$ cat src/rtl/crossbar_pkg.sv
// Shared definitions for the crossbar scheduler: port counts, arbiter state
// encoding and the round-robin winner search.
package crossbar_pkg;

  localparam int N_PORTS = 4;
  localparam int SEL_W   = 2;

  typedef enum logic {
    ST_IDLE   = 1'b0,
    ST_LOCKED = 1'b1
  } arb_state_e;

  // First requester found scanning ptr, ptr+1, ... with natural mod-4 wrap.
  function automatic logic [SEL_W-1:0] rr_pick(
    input logic [N_PORTS-1:0] req,
    input logic [SEL_W-1:0]   ptr
  );
    logic [SEL_W-1:0] idx;
    logic [SEL_W-1:0] win;
    logic             found;
    win   = ptr;
    found = 1'b0;
    for (int k = 0; k < N_PORTS; k++) begin
      idx = ptr + SEL_W'(k);
      if (!found && req[idx]) begin
        win   = idx;
        found = 1'b1;
      end else begin
        found = found;
      end
    end
    return win;
  endfunction

endpackage

$ cat src/rtl/crossbar_out_arb.sv
// One output controller: round-robin grant from IDLE, then hold the owner
// until its last beat transfers.
module crossbar_out_arb
  import crossbar_pkg::*;
#(
  parameter logic [SEL_W-1:0] OUT_IDX = 2'd0,
  parameter bit               LOCK_EN = 1'b1
) (
  input  logic                     clk,
  input  logic                     rst_n,
  input  logic [N_PORTS-1:0]       in_vld,
  input  logic [N_PORTS*SEL_W-1:0] in_dst,
  input  logic [N_PORTS-1:0]       in_last,
  input  logic                     out_rdy,
  output logic                     out_vld,
  output logic [N_PORTS-1:0]       in_rdy,
  output logic [SEL_W-1:0]         sel
);

  arb_state_e         state, state_nxt;
  logic [SEL_W-1:0]   owner, owner_nxt;
  logic [SEL_W-1:0]   ptr, ptr_nxt;
  logic [N_PORTS-1:0] cand;
  logic               xfer;
  logic               done;

  // Inputs currently requesting this output.
  always_comb begin
    cand = '0;
    for (int i = 0; i < N_PORTS; i++) begin
      cand[i] = in_vld[i] && (in_dst[i*SEL_W +: SEL_W] == OUT_IDX);
    end
  end

  assign out_vld = (state == ST_LOCKED) && cand[owner];
  assign xfer    = out_vld && out_rdy;
  assign done    = xfer && (!LOCK_EN || in_last[owner]);
  // The select always equals the registered owner, so it holds while IDLE.
  assign sel     = owner;

  // Ready goes only to the owner, and only on a transfer.
  always_comb begin
    if (xfer) begin
      in_rdy = {{(N_PORTS-1){1'b0}}, 1'b1} << owner;
    end else begin
      in_rdy = '0;
    end
  end

  // Next-state logic: arbitration happens only in IDLE, release on last beat.
  always_comb begin
    state_nxt = state;
    owner_nxt = owner;
    ptr_nxt   = ptr;
    case (state)
      ST_IDLE: begin
        if (|cand) begin
          state_nxt = ST_LOCKED;
          owner_nxt = rr_pick(cand, ptr);
        end else begin
          state_nxt = ST_IDLE;
        end
      end
      ST_LOCKED: begin
        if (done) begin
          state_nxt = ST_IDLE;
          ptr_nxt   = owner + SEL_W'(1);
        end else begin
          state_nxt = ST_LOCKED;
        end
      end
      default: begin
        state_nxt = ST_IDLE;
      end
    endcase
  end

  // State, owner and pointer registers.
  always_ff @(posedge clk or negedge rst_n) begin
    if (!rst_n) begin
      state <= ST_IDLE;
      owner <= '0;
      ptr   <= '0;
    end else begin
      state <= state_nxt;
      owner <= owner_nxt;
      ptr   <= ptr_nxt;
    end
  end

endmodule

$ cat src/rtl/crossbar_sched.sv
// 4x4 crossbar scheduler: four independent output arbiters whose per-input
// ready vectors are merged into one IN_RDY.
module crossbar_sched
  import crossbar_pkg::*;
#(
  parameter bit LOCK_EN = 1'b1
) (
  input  logic       CLK,
  input  logic       RST_N,
  input  logic [3:0] IN_VLD,
  input  logic [7:0] IN_DST,
  input  logic [3:0] IN_LAST,
  output logic [3:0] IN_RDY,
  input  logic [3:0] OUT_RDY,
  output logic [3:0] OUT_VLD,
  output logic [1:0] SEL0,
  output logic [1:0] SEL1,
  output logic [1:0] SEL2,
  output logic [1:0] SEL3
);

  logic [N_PORTS-1:0] rdy_per_out [N_PORTS];
  logic [SEL_W-1:0]   sel_per_out [N_PORTS];

  for (genvar o = 0; o < N_PORTS; o++) begin : g_out
    crossbar_out_arb #(
      .OUT_IDX (SEL_W'(o)),
      .LOCK_EN (LOCK_EN)
    ) u_arb (
      .clk     (CLK),
      .rst_n   (RST_N),
      .in_vld  (IN_VLD),
      .in_dst  (IN_DST),
      .in_last (IN_LAST),
      .out_rdy (OUT_RDY[o]),
      .out_vld (OUT_VLD[o]),
      .in_rdy  (rdy_per_out[o]),
      .sel     (sel_per_out[o])
    );
  end

  // An input targets one output at a time, so at most one term is set per bit.
  always_comb begin
    IN_RDY = '0;
    for (int o = 0; o < N_PORTS; o++) begin
      IN_RDY = IN_RDY | rdy_per_out[o];
    end
  end

  assign SEL0 = sel_per_out[0];
  assign SEL1 = sel_per_out[1];
  assign SEL2 = sel_per_out[2];
  assign SEL3 = sel_per_out[3];

endmodule

$ cat config.mk
export PLATFORM = sky130hd
export DESIGN_NAME = crossbar_sched
export DESIGN_NICKNAME = d
export VERILOG_FILES = /design/src/rtl/crossbar_pkg.sv /design/src/rtl/crossbar_out_arb.sv /design/src/rtl/crossbar_sched.sv
export SDC_FILE = /design/constraint.sdc
export NUM_CORES = 1
export LEC_CHECK = 0
export BUFFER_PORTS_ARGS = -buffer_cell sky130_fd_sc_hd__buf_4
export CORE_ASPECT_RATIO = 0.7
export CORE_MARGIN = 5
export CORE_UTILIZATION = 35
export CTS_CLUSTER_SIZE = 16
export DETAILED_ROUTE_END_ITERATION = 8
export HOLD_SLACK_MARGIN = 0.05
export PLACE_DENSITY = 0.55
export SYNTH_ARGS = -nofsm -noshare
export SYNTH_HDL_FRONTEND = slang
export SYNTH_SLANG_ARGS = --single-unit
$ cat constraint.sdc
create_clock -name CLK -period 1.8 [get_ports CLK]
set_clock_uncertainty 0.05 [all_clocks]
set_input_delay 0.18 -clock CLK [delete_from_list [all_inputs] [get_ports CLK]]
set_output_delay 0.18 -clock CLK [all_outputs]
set_load 0.1 [all_outputs]
# [After elaboration in Yosys (flattened, before gate mapping)]
# Cells that the tools add are included.
[word_totals] register_bits=20 latch_bits=0 mem_bits_rw=0 romBits=0 in_bits=22 out_inout_bits=16 elab_cells=251 memories=0
[classes] addsub=16 mul=0 n_div=0 magnitude_cmp=20 eq_ne=12 shift=4 muxes=112 bitwise_logic=7 n_reduce_logical=68
[ops] cell="1-bit 2-to-1 mux" n=68
[ops] cell="2-bit by 3-bit less-than comparator with 1-bit output, second input constant" n=20
[ops] cell="1-bit binary-select mux with 2-bit select" n=24
[ops] cell="1-bit logical AND" n=40
[ops] cell="2-bit 2-to-1 mux" n=12
[ops] cell="2-bit by 1-bit adder with 2-bit output, second input constant" n=8
[ops] cell="2-bit adder, second input constant" n=8
[ops] cell="2-bit equality test, second input constant" n=8
[ops] cell="4-bit 2-to-1 mux" n=4
[ops] cell="2-bit AND reduction" n=8
[ops] cell="4-bit OR reduction" n=4
[ops] cell="1-bit by 2-bit left shift with 4-bit output, first input constant" n=4
[ops] cell="1-bit logical NOT" n=12
[ops] cell="4-bit OR" n=3
[ops] cell="2-bit by 1-bit equality test with 1-bit output, second input constant" n=4
[ops] cell="2-bit logical NOT" n=4
[ops] cell="1-bit case mux with 2 select lines" n=4
[ops] cell="1-bit inverter" n=4

# [Depth between registers and ports, before layout]
# Gate-level depths: netlist (run 1).
[logic_depth] ltp_word=20 mapped_depth=6 mapped_depth_nobuf=6

# [Hierarchy]
# From an unflattened synthesis (run 1), not the netlist that was laid out.
[hier_totals] hier_cells=220 area_unflattened_um2=2078.2
[by_module_without_submodules] mod="crossbar_out_arb at g_out[1].u_arb ..." n_inst=2 cells_per_inst=53 area_each_um2=514.2 seq_area_each_um2=125.1
[by_module_without_submodules] mod="crossbar_out_arb at g_out[0].u_arb" n_inst=1 cells_per_inst=55 area_each_um2=521.8 seq_area_each_um2=125.1
[by_module_without_submodules] mod="crossbar_out_arb at g_out[3].u_arb" n_inst=1 cells_per_inst=55 area_each_um2=498.0 seq_area_each_um2=125.1
[by_module_without_submodules] mod="crossbar_sched" n_inst=1 cells_per_inst=4 area_each_um2=30.0 seq_area_each_um2=0.0

# [Worst setup path before layout (run 1)]
# No wires, ideal clock.
[synth_timing] path_kind="reg2out" startpoint="register g_out[2].u_arb.owner[0]" endpoint="output IN_RDY[0]" t_arrival_ns=3.298 required_ns=1.570 setup_slack_ns=-1.728 path_stages_with_launch=6 n_path_buf=1 path_cell_list="dfrtp_1 > buf_4 > nand4b_1 > a211oi_4 > nor2_1 > o2111ai_1"
[synth_between] elab_chain_len=7 word_cells_on_any_way=8 cone_classes="shift: 1; mux: 3; bitwise: 2; reduce/logical: 2"
[synth_lines] item="from (decl)" line="crossbar_out_arb.sv:21" rtl="logic [SEL_W-1:0] owner, owner_nxt;"
[synth_lines] item="from (signal assigned)" line="crossbar_out_arb.sv:86" rtl="owner <= owner_nxt;"
[synth_lines] item="1-bit binary-select mux with 2-bit select" line="crossbar_out_arb.sv:35" rtl="assign out_vld = (state == ST_LOCKED) && cand[owner];"
[synth_lines] item="1-bit 2-to-1 mux (not written as such)" line="crossbar_out_arb.sv:35"
[synth_lines] item="1-bit logical AND" line="crossbar_out_arb.sv:35"
[synth_lines] item="1-bit logical AND" line="crossbar_out_arb.sv:36" rtl="assign xfer = out_vld && out_rdy;"
[synth_lines] item="4-bit 2-to-1 mux (*)" line="crossbar_out_arb.sv:43" rtl="if (xfer) begin"
[synth_lines] item="4-bit OR (*) (2 in a row)" line="crossbar_sched.sv:46" rtl="IN_RDY = IN_RDY | rdy_per_out[o];"
[synth_lines] item="to (decl)" line="crossbar_sched.sv:13" rtl="output logic [3:0] IN_RDY,"
# Mark *: on every way between the ends. The rest lies on a longest branch, timed or not. The select of a mux whose other input is x is not followed.

# [Worst setup path in the final report (run 1)]
[layout_timing] startpoint="register g_out[0].u_arb.owner[1]" endpoint="output IN_RDY[0]"
[layout_between] elab_chain_len=8 word_cells_on_any_way=9 cone_classes="shift: 1; mux: 3; bitwise: 3; reduce/logical: 2"
[layout_lines] item="from (decl)" line="crossbar_out_arb.sv:21"
[layout_lines] item="from (signal assigned)" line="crossbar_out_arb.sv:86"
[layout_lines] item="1-bit binary-select mux with 2-bit select" line="crossbar_out_arb.sv:35"
[layout_lines] item="1-bit 2-to-1 mux (not written as such)" line="crossbar_out_arb.sv:35"
[layout_lines] item="1-bit logical AND" line="crossbar_out_arb.sv:35"
[layout_lines] item="1-bit logical AND" line="crossbar_out_arb.sv:36"
[layout_lines] item="4-bit 2-to-1 mux (*)" line="crossbar_out_arb.sv:43"
[layout_lines] item="4-bit OR (*) (3 in a row)" line="crossbar_sched.sv:46"
# Marks and branches as above.

==> flow_metrics.env, run 1 <==
export IMPL_clockBufferDepth=2
export IMPL_num_rows=24
export IMPL_crit_buf_inv=2
export IMPL_timing_final_crit_share_pct=118
export IMPL_setup_viol=7
export IMPL_critPathLaunchType="flop"
export IMPL_synth_edf_count=0
export IMPL_drive_above_1_share_pct=41.0
export IMPL_htree_levels=1
export IMPL_clk_latency_ns=0.26
export IMPL_die_h_um=76.5
export IMPL_hold_ws_ns=0.296
export IMPL_wl_um=7410
export IMPL_syn_area_mm2=0.00221
export IMPL_synthArstFlopShare_pct=100
export IMPL_grt_pass1_wl_um=12200
export IMPL_synth_cells=254
export IMPL_area_growth_pct=45.4
export IMPL_ant_nets=0
export IMPL_start_util_pct=35.7
export IMPL_crit_chain="inv_4, mux4_2, nand4_1, o2111ai_4, buf_12"
export IMPL_drc=0
export IMPL_ir_drop_mv=0.553
export IMPL_fin_util_pct=51.9
export IMPL_synth_mux_area_share_pct=5.66
export IMPL_violations="setup timing"
export IMPL_place_congestion=0.867
export IMPL_p_int_mw=2.02
export IMPL_cts_tree="done"
export IMPL_vias_per_cell=5.69
export IMPL_finalHoldViolCount=0
export IMPL_cts_root_buffer="clkbuf_8"
export IMPL_yosysWarnings=0
export IMPL_vias=2331
export IMPL_wire_per_inst_um=18.1
export IMPL_first_pass_iters=4
export IMPL_crit_type="flop to primary output"
export IMPL_yosys_register_bits=20
export IMPL_tightest_slew_ns=0.463
export IMPL_drv_slew=0
export IMPL_worstSetupEndpointType="primary output"
export IMPL_numCtsBuffers=3
export IMPL_ys_flop_type="dfrtp_1"
export IMPL_synth_simple_area_share_pct=29.4
export IMPL_crit_arrival_ns=1.90
export IMPL_yosysTopAreaCell="dfrtp_1"
export IMPL_diodes=0
export IMPL_grt_max_degree=21
export IMPL_maxCapViolCount=0
export IMPL_power_per_cell_area_mw_per_mm2=1350
export IMPL_hold_class="input port to async pin"
export IMPL_swShare_pct=53.5
export IMPL_yosys_area_share_adder_pct=9.06
export IMPL_nets=372
export IMPL_grt_usage_pct=18.4
export IMPL_gr_total_overflow=0
export IMPL_clk_pin_slew_ns=0.08
export IMPL_dr_first_iter_drc_count=98
export IMPL_min_period_ns=2.13
export IMPL_synth_fp_nets=292
export IMPL_slew_headroom_pct=68.3
export IMPL_max_freq_mhz=470
export IMPL_dieWidth_um=105
export IMPL_port_buffers=37
export IMPL_p_seq_share_pct=23.0
export IMPL_cts_sinks=20
export IMPL_crit_path_max_incr_delay_ns=0.53
export IMPL_synth_distinct_cells=62
export IMPL_core_area_mm2=0.00619
export IMPL_power_frac_clock_pct=7.1
export IMPL_synth_area_leaders="dfrtp_1, ha_1, o21ai_0"
export IMPL_power_total_mw=4.35
export IMPL_netSwitchingPower_mw=2.32
export IMPL_path_max_fanout=6
export IMPL_synth_seq_area_share_pct=22.7
export IMPL_cp_slowest_cell="dfrtp_4"
export IMPL_fin_ws_ns=-0.328
export IMPL_p_leak_nw=1.37
export IMPL_syn_avg_cell_area_um2=8.70
export IMPL_status="finished with violations"
export IMPL_cp_top_family="flip-flops"
export IMPL_synth_compound_area_share_pct=26.0
export IMPL_dp_hpwl_um=5750
export IMPL_yosys_area_share_xor_xnor_pct=0
export IMPL_worstPathRequired_ns=1.57
export IMPL_synth_top_area_share_pct=22.7
export IMPL_grt_antenna_before_repair=0
export IMPL_io_pins=38
export IMPL_dieArea_mm2=0.00803
export IMPL_grt_pass1_vias=2298
export IMPL_p_comb_share_pct=69.9
export IMPL_synth_top_family_by_area="simple AND/OR/NAND/NOR gates"
export IMPL_grt_setup_unrepaired="yes"
[state kept, by name (all words and copies together), names as in the netlist]
name,cells
g_out.u_arb.state,4
g_out.u_arb.ptr,8
g_out.u_arb.sel,8
[cell usage after synthesis, drive strengths merged (2+ instances only)]
| library cell | number |
|---|---|
| a211oi | 3 |
| a21bo | 3 |
| a21oi | 13 |
| a22oi | 2 |
| a2bb2oi | 3 |
| a31oi | 4 |
| a32o | 3 |
| a32oi | 2 |
| a41o | 3 |
| and2 | 3 |
| and3 | 8 |
| and3b | 3 |
| buf | 15 |
| clkbuf | 2 |
| dfrtp | 20 |
| ha | 16 |
| inv | 15 |
| mux2 | 5 |
| mux2i | 2 |
| mux4 | 2 |
| nand2 | 13 |
| nand3 | 5 |
| nand3b | 10 |
| nand4 | 9 |
| nand4b | 5 |
| nand4bb | 4 |
| nor2 | 16 |
| nor2b | 5 |
| nor3 | 5 |
| nor3b | 5 |
| o21a | 4 |
| o21ai | 21 |
| o22ai | 2 |
| o31ai | 3 |
| o32ai | 4 |
| or4b | 2 |
| or4bb | 2 |
[power by group through the flow]
stage          Sequential [mW]  Clock [mW]  Combinational [mW]
2_1_floorplan             1.52           0                1.38
5_1_grt                   1.04       0.340                3.24
3_5_place_dp             0.998           0                2.75
4_1_cts                  0.987       0.322                2.96
6_report                 0.998       0.310                3.04
3_3_place_gp             0.987           0                2.74
[area by class of cell]
| class | count | area [um^2] |
|---|---|---|
| inverters | 15 | 63.8 |
| multi-input cells | 202 | 1710 |
| clock buffers | 3 | 41.3 |
| well taps | 78 | 97.6 |
| repair buffers | 92 | 778 |
| flip-flops and latches | 20 | 523 |
| fillers | 613 | 2970 |
[cells by family after synthesis]
family | Yosys count
buffers and inverters | 32
AOI/OAI and AO/OA | 79
DFF | 20
adders and majority gates | 16
and+or+nand+nor | 98
muxes | 9
[worst paths after layout]
path	startpoint	end	slack (ns)	cells past startpoint
worst max-delay path	g_out[0].u_arb.sel[1]	IN_RDY[0]	-0.33	5
worst min-delay path	RST_N	g_out[3].u_arb.state	0.30	2
worst max register to register	g_out[0].u_arb.sel[1]	g_out[0].u_arb.ptr[1]	0.02	6
worst min register to register	g_out[3].u_arb.sel[0]	g_out[3].u_arb.sel[0]	0.54	2
max in group asynchronous	RST_N	g_out[0].u_arb.sel[1]	1.13	2
min in group CLK	IN_LAST[3]	g_out[0].u_arb.ptr[0]	0.30	3
[placed cells by master (no fill, tap or decap), drive strengths merged, types with 3 or more instances in the layout]
master and count:
mux2 5, clkbuf 3, buf 91, o21ai 21, a2bb2oi 3, nor2 16, nand4b 5, and3b 3
nand4bb 4, o21a 4, dfrtp 20, nand3b 10, inv 15, nand4 9, nor3b 5, a21oi 13
and2 3, a41o 3, nand2 13, a32o 3, a211oi 3, nor2b 5, nand3 5, nor3 5
ha 16, a21bo 3, a31oi 4, o31ai 3, and3 8, o32ai 4
[repair_timing]
| item | 4_1_cts | 5_1_grt |
|---|---|---|
| hold buffers | 1 | 0 |
| endpoints found under the setup margin | 8 | 12 |
| pin swaps | 6 | 11 |
| buffers inserted | 5 | 0 |
| gates resized for setup | 25 | 19 |
| endpoints found under the hold margin | 20 | 0 |
[per-layer routing]
layer	routed length [um]	global-route usage [%]	share of wire, %	vias up
li1	-	-	-	1129
met5	0	0	0	-
met1	3800	28.4	51	1135
met2	3190	27.1	43	63
met4	41	2.17	0.55	0
met3	376	3.39	5.1	4
[metrics by stage]
stage | setup TNS [ns] | std cells | setup WS [ns] | instance area, um^2
2_1_floorplan | -2.83 | 254 | -0.681 | 2300
3_3_place_gp | -0.271 | 402 | -0.0918 | 2910
3_5_place_dp | -0.416 | 402 | -0.127 | 2910
4_1_cts | -1.89 | 410 | -0.346 | 3110
5_1_grt | -2.37 | 410 | -0.393 | 3210
6_report | -1.76 | 410 | -0.328 | 3210
(Power assumes the default switching activity.)
==> run 2, diff against run 1 <==
Settings changed: RECOVER_POWER set to 100.
==> run 2 against run 1 <==
The run still ends with setup timing left. Die area is the same. Non-clock buffer count is the same. Sequential power is essentially flat. Setup slack lost 0.0077 ns. Critical path depth is the same. Routed wire length is essentially flat. Count of clock-buffer cells in the layout is the same. Largest cell class unchanged.
==> flow_metrics.env, run 2 (same netlist as run 1, synthesis figures left out) <==
export IMPL_first_pass_iters=4
export IMPL_hold_ws_ns=0.296
export IMPL_met1Wirelength_um=3720
export IMPL_timing_final_crit_share_pct=119
export IMPL_critPathLaunchType="flop"
export IMPL_dieWidth_um=105
export IMPL_slew_headroom_pct=60.4
export IMPL_grt_antenna_before_repair=0
export IMPL_area_growth_pct=42.6
export IMPL_min_period_ns=2.14
export IMPL_fin_util_pct=50.9
export IMPL_fin_ws_ns=-0.335
export IMPL_tightest_slew_ns=0.594
export IMPL_die_h_um=76.5
export IMPL_crit_type="flop to primary output"
export IMPL_dr_first_iter_drc_count=126
export IMPL_port_buffers=37
export IMPL_grt_setup_unrepaired="yes"
export IMPL_drv_slew=0
export IMPL_setup_viol=9
export IMPL_grt_usage_pct=18.4
export IMPL_start_util_pct=35.7
export IMPL_ir_drop_mv=0.516
export IMPL_crit_arrival_ns=1.91
export IMPL_power_total_mw=4.26
export IMPL_place_area_mm2=0.00291
export IMPL_routed_top_layer="met4"
export IMPL_finalSetupTns_ns=-1.93
export IMPL_hold_class="input port to flop"
export IMPL_status="finished with violations"
export IMPL_diodes=0
export IMPL_vias=2314
export IMPL_grt_pass1_vias=2298
export IMPL_cts_sinks=20
export IMPL_fin_cells=410
export IMPL_violations="setup timing"
export IMPL_htree_levels=1
export IMPL_max_freq_mhz=468
export IMPL_wl_um=7400
export IMPL_core_area_mm2=0.00619
export IMPL_path_max_fanout=6
export IMPL_final_cell_mix="buf_4, nor2_1, ha_1, o21ai_0"
export IMPL_cts_root_buffer="clkbuf_8"
export IMPL_gr_total_overflow=0
export IMPL_drive_above_1_share_pct=39.8
export IMPL_wire_per_inst_um=18.1
export IMPL_grt_max_degree=21
export IMPL_crit_chain="inv_4, mux4_2, nand4_1, o2111ai_4, buf_12"
export IMPL_cp_slowest_cell="dfrtp_4"
export IMPL_io_pins=38
export IMPL_clockBufferDepth=2
export IMPL_numCtsBuffers=3
export IMPL_vias_per_cell=5.64
export IMPL_maxCapViolCount=0
export IMPL_grt_pass1_wl_um=12200
export IMPL_power_per_cell_area_mw_per_mm2=1350
export IMPL_dr_wl_met3_um=476
export IMPL_clk_latency_ns=0.26
export IMPL_worstPathRequired_ns=1.57
export IMPL_finalHoldViolCount=0
export IMPL_nets=372
export IMPL_ant_nets=0
export IMPL_crit_path_max_incr_delay_ns=0.53
export IMPL_dieArea_mm2=0.00803
export IMPL_worstSetupEndpointType="primary output"
export IMPL_place_ws_ns=-0.127
export IMPL_place_congestion=0.867
export IMPL_design_area_mm2=0.00315
export IMPL_dp_hpwl_um=5750
export IMPL_clk_pin_slew_ns=0.08
export IMPL_final_common_cell="buf_4"
export IMPL_num_rows=24
export IMPL_dp_cells=402
export IMPL_p_leak_nw=1.35
export IMPL_cts_tree="done"
export IMPL_drc=0
export IMPL_met2_length_um=3180
run 2: changes by cell type in the layout (fill, tap and decap cells not counted), moves of 2 or more:
cell,previous run,this run
clkbuf_2,0,7
buf_2,0,2
clkbuf_1,0,2
buf_4,82,71
run 2: layout make-up:
class | instances | area [um^2]
multi-input combinational | 202 | 1680
timing repair buffer | 92 | 748
tap | 78 | 97.6
fill | 621 | 3040
inverter | 15 | 63.8
sequential | 20 | 523
clock buffer | 3 | 41.3
run 2: final timing paths:
kind,startpoint,to,slack (ns),depth (start not counted)
setup / recovery,g_out[0].u_arb.sel[1],IN_RDY[0],-0.34,5
hold / removal,IN_LAST[3],g_out[0].u_arb.ptr[0],0.30,3
setup reg to reg,g_out[3].u_arb.sel[1],g_out[3].u_arb.ptr[1],-0.13,5
hold reg to reg,g_out[3].u_arb.sel[0],g_out[3].u_arb.sel[0],0.53,2
max in group asynchronous,RST_N,g_out[0].u_arb.sel[1],0.85,2
min in group asynchronous,RST_N,g_out[3].u_arb.state,0.40,2
run 2: timing repair:
action / CTS / global route
hold buffers: 1 / 0
pin swaps: 6 / 11
buffers inserted: 5 / 0
gates resized for setup: 25 / 19
hold endpoints to repair: 20 / 0
setup endpoints to repair: 8 / 12
run 2: critical path, delay by kind of cell, from the launching register on:
family / cells / cell delay [ns]
compound gates: 1 / 0.14
buf+inv: 2 / 0.27
flops: 1 / 0.53
mux: 1 / 0.51
simple gates: 1 / 0.19
run 2: power by group:
| group | internal [mW] | switching, mW |
|---|---|---|
| logic | 1.11 | 1.83 |
| clock network | 0.149 | 0.161 |
| registers | 0.687 | 0.310 |
| total | 1.95 | 2.31 |
run 2: per-layer routing:
layer	track usage (%)	vias to the layer above
met2	27.1	64
met5	0	-
met3	3.39	4
met4	2.17	0
li1	-	1131
met1	28.4	1115
